==> src/rtl/memory_arbiter.sv <==
// memory_arbiter: shares one RAM port between instruction fetch and data access.
// One access at a time through a registered grant FSM (IDLE/IGNT/DGNT), and one
// LL/SC link reservation.
// Ports:
//   CLK, nRST                  clock, async active-low reset
//   iREN, iaddr                instruction read request (held until ihit)
//   ihit, iload                instruction done pulse and word
//   dREN, dWEN, datomic        data read/write request (held until dhit); datomic marks LL/SC
//   daddr, dstore              data address and write data
//   dhit, dload                data done pulse; read data, or SC result (1 ok, 0 fail)
//   ramREN, ramWEN             RAM strobes
//   ramaddr, ramstore, ramload RAM address, write data, read data
//   ramstate                   0 FREE, 1 BUSY, 2 ACCESS, 3 ERROR
module memory_arbiter #(
  parameter int unsigned ADDR_W = 32,
  parameter int unsigned DATA_W = 32,
  parameter bit          FAIR   = 1'b1
) (
  input  logic              CLK,
  input  logic              nRST,
  input  logic              iREN,
  input  logic [ADDR_W-1:0] iaddr,
  output logic              ihit,
  output logic [DATA_W-1:0] iload,
  input  logic              dREN,
  input  logic              dWEN,
  input  logic              datomic,
  input  logic [ADDR_W-1:0] daddr,
  input  logic [DATA_W-1:0] dstore,
  output logic              dhit,
  output logic [DATA_W-1:0] dload,
  output logic              ramREN,
  output logic              ramWEN,
  output logic [ADDR_W-1:0] ramaddr,
  output logic [DATA_W-1:0] ramstore,
  input  logic [DATA_W-1:0] ramload,
  input  logic [1:0]        ramstate
);

  localparam int unsigned WORD_W    = ADDR_W - 2;
  localparam logic [1:0]  RS_ACCESS = 2'd2;

  typedef enum logic [1:0] {IDLE, IGNT, DGNT} state_t;

  state_t              state, state_nx;
  logic                last_d, last_d_nx;
  logic                link_valid, link_valid_nx;
  logic [WORD_W-1:0]   link_addr, link_addr_nx;

  logic d_req_c;
  logic sc_c;
  logic ll_c;
  logic link_hit_c;

  assign d_req_c    = dREN | dWEN;
  assign sc_c       = dWEN & datomic;
  // write wins over read, so an LL only counts when no write is present
  assign ll_c       = dREN & ~dWEN & datomic;
  assign link_hit_c = link_valid && (link_addr == daddr[ADDR_W-1:2]);

  // State, fairness and link registers
  always_ff @(posedge CLK or negedge nRST) begin
    if (!nRST) begin
      state      <= IDLE;
      last_d     <= 1'b0;
      link_valid <= 1'b0;
      link_addr  <= '0;
    end else begin
      state      <= state_nx;
      last_d     <= last_d_nx;
      link_valid <= link_valid_nx;
      link_addr  <= link_addr_nx;
    end
  end

  // Next state, RAM strobes, hits and link bookkeeping
  always_comb begin
    state_nx      = state;
    last_d_nx     = last_d;
    link_valid_nx = link_valid;
    link_addr_nx  = link_addr;
    ihit          = 1'b0;
    iload         = '0;
    dhit          = 1'b0;
    dload         = '0;
    ramREN        = 1'b0;
    ramWEN        = 1'b0;
    ramaddr       = '0;
    ramstore      = '0;

    case (state)
      IDLE: begin
        if (iREN && d_req_c)  state_nx = (FAIR && last_d) ? IGNT : DGNT;
        else if (d_req_c)     state_nx = DGNT;
        else if (iREN)        state_nx = IGNT;
      end

      IGNT: begin
        ramREN  = 1'b1;
        ramaddr = iaddr;
        if (!iREN) begin
          state_nx = IDLE;
        end else if (ramstate == RS_ACCESS) begin
          ihit      = 1'b1;
          iload     = ramload;
          last_d_nx = 1'b0;
          state_nx  = IDLE;
        end
      end

      DGNT: begin
        ramaddr  = daddr;
        ramstore = dstore;
        if (!d_req_c) begin
          state_nx = IDLE;
        end else if (sc_c && !link_hit_c) begin
          // failed SC completes at once without touching RAM
          dhit          = 1'b1;
          last_d_nx     = 1'b1;
          link_valid_nx = 1'b0;
          state_nx      = IDLE;
        end else begin
          ramREN = dREN & ~dWEN;
          ramWEN = dWEN;
          if (ramstate == RS_ACCESS) begin
            dhit      = 1'b1;
            last_d_nx = 1'b1;
            state_nx  = IDLE;
            if (sc_c)        dload = DATA_W'(1);
            else if (!dWEN)  dload = ramload;
            if (ll_c) begin
              link_valid_nx = 1'b1;
              link_addr_nx  = daddr[ADDR_W-1:2];
            end
            // any completed write to the reserved word breaks the link
            if (dWEN && link_hit_c) link_valid_nx = 1'b0;
          end
        end
      end

      default: state_nx = IDLE;
    endcase
  end

endmodule

==> config.mk <==
export PLATFORM = sky130hd
export DESIGN_NAME = memory_arbiter
export DESIGN_NICKNAME = d
export VERILOG_FILES = /design/src/rtl/memory_arbiter.sv
export SDC_FILE = /design/constraint.sdc
export NUM_CORES = 1
export LEC_CHECK = 0
export ABC_AREA = 1
export BUFFER_PORTS_ARGS = -buffer_cell sky130_fd_sc_hd__buf_2
export CAP_MARGIN = 20
export CELL_PAD_IN_SITES_DETAIL_PLACEMENT = 1
export CELL_PAD_IN_SITES_GLOBAL_PLACEMENT = 1
export CORE_AREA = 2 2 120 122
export CTS_BUF_LIST = sky130_fd_sc_hd__clkbuf_2 sky130_fd_sc_hd__clkbuf_4 sky130_fd_sc_hd__clkbuf_8
export CTS_CLUSTER_DIAMETER = 120
export DETAILED_ROUTE_END_ITERATION = 16
export DIE_AREA = 0 0 122 124
export PLACE_DENSITY_LB_ADDON = 0.05
export SLEW_MARGIN = 20
export SYNTH_ARGS = -nofsm -noshare
export SYNTH_HDL_FRONTEND = slang
export SYNTH_SLANG_ARGS = --single-unit
==> constraint.sdc <==
create_clock -name CLK -period 2.35 [get_ports CLK]
set_input_delay 0.47 -clock CLK [delete_from_list [all_inputs] [get_ports CLK]]
set_output_delay 0.47 -clock CLK [all_outputs]
set_load 0.02 [all_outputs]
## Word-level counts from Yosys, hierarchy flattened

Index checks and enable logic that the tools add are counted.

| operators by class | value |
|---|---|
| magnitude comparators | 0 |
| multiplexer cells | 42 |
| div/mod/pow operators | 0 |
| $add $sub $neg | 0 |
| eq/ne operators | 9 |
| bitwise logic cells | 6 |
| shift operators | 0 |
| multipliers | 0 |
| reductions and logical operators | 12 |

Operators with widths:

| cell | number |
|---|---|
| $mux W32 | 10 |
| $pmux W32 S2 | 1 |
| $eq A30 B30 Y1 | 1 |
| $mux W1 | 20 |
| $mux W2 | 8 |
| $reduce_and A5 Y1 | 2 |
| $ne A2 B2 Y1 const B | 3 |
| $pmux W2 S3 | 1 |
| $eq A2 B2 Y1 const B | 2 |
| $logic_and A1 B1 Y1 | 4 |
| $ne A4 B4 Y1 const B | 1 |
| $pmux W1 S2 | 2 |
| $reduce_and A4 Y1 | 1 |
| $reduce_bool A2 Y1 | 2 |
| $and A1 B1 Y1 | 3 |
| $ne A3 B3 Y1 const B | 1 |
| $reduce_bool A3 Y1 | 1 |
| $eq A2 B1 Y1 const B | 1 |
| $logic_not A2 Y1 | 1 |
| $not A1 Y1 | 2 |
| $logic_not A1 Y1 | 1 |
| $or A1 B1 Y1 | 1 |

| storage, ports and cells | value |
|---|---|
| bits of input ports | 136 |
| word-level logic and storage cells | 73 |
| ROM bits | 0 |
| bits in writable memories | 0 |
| register bits after elaboration | 34 |
| memories kept | 0 |
| latch bits | 0 |
| output and inout bits | 132 |

## Logic depth before layout (Yosys ltp)

| logic depth | value |
|---|---|
| depth after elaboration | 7 |
| depth in mapped cells | 16 |
| gate-level depth less buffers | 16 |

## Worst setup path after synthesis

No wires, ideal clock.

| path | value |
|---|---|
| kind | register to output |
| start | register state[1] |
| end | output iload[10] |
| required time | 1.880 ns |
| setup slack | 0.141 ns |
| path buffers | 2 |
| arrival time | 1.739 ns |
| cell stages (with the launch flop) | 9 |
| path through | dfrtp_1 -> inv_1 -> ha_1 -> clkbuf_1 -> nand2_1 -> nor2_4 -> inv_1 -> buf_2 -> nor2_1 |

| on the way | value |
|---|---|
| cells in the longest elaborated chain, start to end | 2 |

RTL lines:

| what | RTL line | source |
|---|---|---|
| from (decl) | 45 | `state_t state, state_nx;` |
| from (signal assigned) | 69 | `state <= state_nx;` |
| $eq A2 B1 Y1 | 91 | `case (state)` |
| $mux W32 | 91 |  |
| to (decl) | 24 | `output logic [DATA_W-1:0] iload,` |

No other way between the ends.

## Final worst setup path

| path | value |
|---|---|
| start | register link_addr[14] |
| end | output dload[0] |

| on the way | value |
|---|---|
| cells in the longest elaborated chain, start to end | 7 |

RTL lines:

| what | RTL line | source |
|---|---|---|
| from (decl) | 48 | `logic [WORD_W-1:0] link_addr, link_addr_nx;` |
| from (signal assigned) | 72 | `link_addr <= link_addr_nx;` |
| $eq A30 B30 Y1 | 59 | `assign link_hit_c = link_valid && (link_addr == daddr[ADDR_W-1:2]);` |
| $logic_and A1 B1 Y1 | 59 |  |
| $logic_not A1 Y1 | 116 | `end else if (sc_c && !link_hit_c) begin` |
| $logic_and A1 B1 Y1 | 116 |  |
| $mux W32 | 116 |  |
| $mux W32 | 114 | `if (!d_req_c) begin` |
| $mux W32 | 91 |  |
| to (decl) | 31 | `output logic [DATA_W-1:0] dload,` |

No other way between the ends.

==> key figures <==
Power
  • Int Power: 2.01 mW
  • Clock network power share: 0.142
  • Leak Pwr: 3.34 nW
  • Net Sw Frac: 0.495
  • Worst vdd ir: 0.346 mV
  • Sequential share of power: 0.233
  • Combinational share of power: 0.626
  • Power Total: 3.98 mW
  • Switching Power: 1.97 mW
  • P per Cell Area: 773 nW/um^2

Synthesis
  • Synthesized-area fraction occupied by adder cells: 0.0154
  • Syn nets: 739
  • Synth cell types: 24
  • Avg Inst Size Synth: 5.41 um^2
  • Post-synthesis mux area share: 0.0139
  • Simple-gate area share of the yosys netlist: 0.393
  • Post-Synthesis Cells: 599
  • Mapped Area: 3240 um^2
  • Largest family of logic cells by synthesized area: simple AND/OR/NAND/NOR gates
  • Sequential cell area fraction in the yosys report: 0.262
  • Synth Register Bits: 34
  • XOR/XNOR Fraction of Synth Area: 0.0189
  • Ys Warns: 0
  • Synth Area in Compound Gates: 0.102

Global route
  • Initial antenna violation count: 0
  • Overall routing resource usage: 0.168
  • Largest net degree at the start of global routing: 54
  • Total gr overflow: 0
  • Vias in the first global route: 4,361
  • Global-route wire length before repair: 20,600 um

Clock tree
  • CTS HTree Levels: 2
  • CTS buffer count: 5
  • TritonCTS clock tree: built
  • Clock-pin slew on the worst setup and hold paths: 0.07 ns
  • Sink Count: 34
  • Worst skew pair latency: 0.29 ns
  • Clock Tree Root: clkbuf_8
  • CTS Buffer Depth: 2

Floorplanning
  • Top-Level Pins: 268
  • Initial Util: 0.236
  • DIE AREA: 15,100 um^2
  • Core Area: 13,700 um^2
  • Die Ht: 124 um
  • # rows: 43
  • DIE WIDTH: 122 um

Finish
  • Util after Layout: 0.375
  • Area Overhead vs Synth: 58.6%
  • Commonest non-fill, non-tap cell in the layout: buf_2
  • Leading cell types in the layout, fill and taps excluded: buf_2 (254), nand2_1 (219), inv_1 (127), nor2_1 (49), a21oi_1 (35)
  • Final #Nets: 1,005
  • Layout cells sized above 1: 0.389

Drt
  • Wirelength per Cell: 13.1 um
  • Post-detailed-route DRC marker count: 0
  • Drt via density: 4.31
  • Total wire length: 13,800 um
  • DR iter-0 viols: 119
  • Pre-antenna DRT Iters: 4
  • Via count: 4,517
  • Post-route ant nets: 0

Run
  • Max-cap violations: 0

Timing
  • Max-slew violation count: 0
  • Fmax: 445 MHz
  • Final hold vios: 0
  • Slew Limit Headroom: 0.472
  • Worst-margin pin slew: 0.791 ns
  • RSZ-0062 raised after global routing: yes
  • Tcrit/Tclk final: 0.956
  • Post-Route Skew: 0.00548 ns
  • Setup violators final: 0
  • Final min period: 2.25 ns

Critical path
  • Worst Setup End Kind: output pin
  • CP arrival: 1.78 ns
  • Worst reg2reg path depth: 8
  • FF-to-FF End: link_addr[9]$_DFFE_PN0P_
  • Crit Path Category: reg -> out
  • Flop-to-flop setup slack: 0.38 ns
  • Worst r2r src: state[0]$_DFFE_PN0P_
  • Crit-path max FO: 3
  • Critical Path RT: 1.88 ns
  • CP Launch Type: flop

Placement
  • Post-DP HPWL: 11,400 um
  • Port Buffers: 267
  • GP Congestion: 0.755

Worst hold path
  • Type of the worst min-delay path: in -> async

Status
  • Status: finished, final reports clean
-- final cells by class --
type / instances / area [um^2]
repair buffers: 289 / 1570
inverters: 134 / 503
diodes: 1 / 2.50
fillers: 1947 / 8580
clock inverters: 1 / 30.0
well taps: 180 / 225
multi-input cells: 401 / 1870
flip-flops and latches: 34 / 853
clock buffers: 7 / 83.8
-- flip-flops by register name, indices dropped and copies added, names as in the netlist --
name and count:
state 2, link_addr 30, link_valid 1, last_d 1
-- power groups by stage --
| stage | clock, mW | sequential [mW] | combinational, mW |
|---|---|---|---|
| finish | 0.564 | 0.925 | 2.49 |
| global route | 0.614 | 0.954 | 2.79 |
| CTS | 0.581 | 0.913 | 2.43 |
| detailed placement | 0 | 0.924 | 2.41 |
| global placement | 0 | 0.908 | 2.36 |
| floorplan | 0 | 0.889 | 1.54 |
-- kinds of logic after synthesis --
family          after synthesis
simple gates                321
buf+inv                     164
compound gates               65
flops                        34
xor+xnor                      7
mux                           4
fa+ha+maj                     4
-- synth_stat cells (all sizes together) --
cell type	number	area [um^2]
ha	4	50.1
nand3	3	15.0
clkinv	2	7.51
mux2	4	45.0
o21ai	28	140
or2	1	6.26
inv	132	495
nand4	2	12.5
nor2	58	228
nand2	225	852
a22oi	1	7.51
nor3	32	160
a21oi	36	184
clkbuf	13	48.8
buf	17	78.8
xnor2	7	61.3
dfrtp	34	851
-- metrics by stage --
| stage | setup TNS [ns] | hold slack, ns | std cells | area, um^2 | worst slack [ns] |
|---|---|---|---|---|---|
| 6_report | 0 | 0.260 | 1047 | 5140 | 0.103 |
| 5_1_grt | -0.268 | 0.314 | 1046 | 5140 | -0.0514 |
| 3_5_place_dp | 0 | 0.518 | 1031 | 4810 | 0.0348 |
| 4_1_cts | -0.861 | 0.292 | 1039 | 4940 | -0.0494 |
| 3_3_place_gp | 0 | 0.504 | 1031 | 4810 | 0.0657 |
| 2_1_floorplan | 0 | 0.174 | 599 | 3240 | 0.141 |
-- routing by layer --
| metal | GRT usage | vias up | wire length (um) |
|---|---|---|---|
| met2 | 0.327 | 146 | 7310 |
| met3 | 0.0270 | 12 | 889 |
| met1 | 0.189 | 2075 | 5400 |
| met5 | 0 | - | 0 |
| met4 | 0.0438 | 0 | 164 |
| li1 | - | 2284 | - |
-- what timing repair did --
item,in CTS,in global routing
buffers inserted,0,7
gates resized for setup,5,44
hold buffers,0,0
pin swaps,0,8
setup endpoints to repair,50,100
-- worst max-delay path: stages, from the launching register on --
cell and delay (ns):
dfrtp_1 0.39, inv_2 0.07, nor2_2 0.03, nor2_2 0.09, nand2_1 0.08, nor2_2 0.12
nand2_1 0.06, nor2_1 0.12, nand2_2 0.09, nand2_4 0.09, nand2_2 0.07, nor3_2 0.10
buf_4 0.17
-- how the worst max path moves through the flow --
stage,slack [ns],startpoint,depth (start not counted),endpoint
5_1_grt,-0.05,link_addr[29]$_DFFE_PN0P_,12,dload[0]
3_3_place_gp,0.07,daddr[30],11,dload[0]
4_1_cts,-0.05,state[0]$_DFFE_PN0P_,6,dload[6]
2_1_floorplan,0.14,state[1]$_DFFE_PN0P_,8,iload[10]
6_report,0.10,link_addr[14]$_DFFE_PN0P_,12,dload[0]
3_5_place_dp,0.03,daddr[30],11,dload[0]
Power figures use the tool's default switching activity.
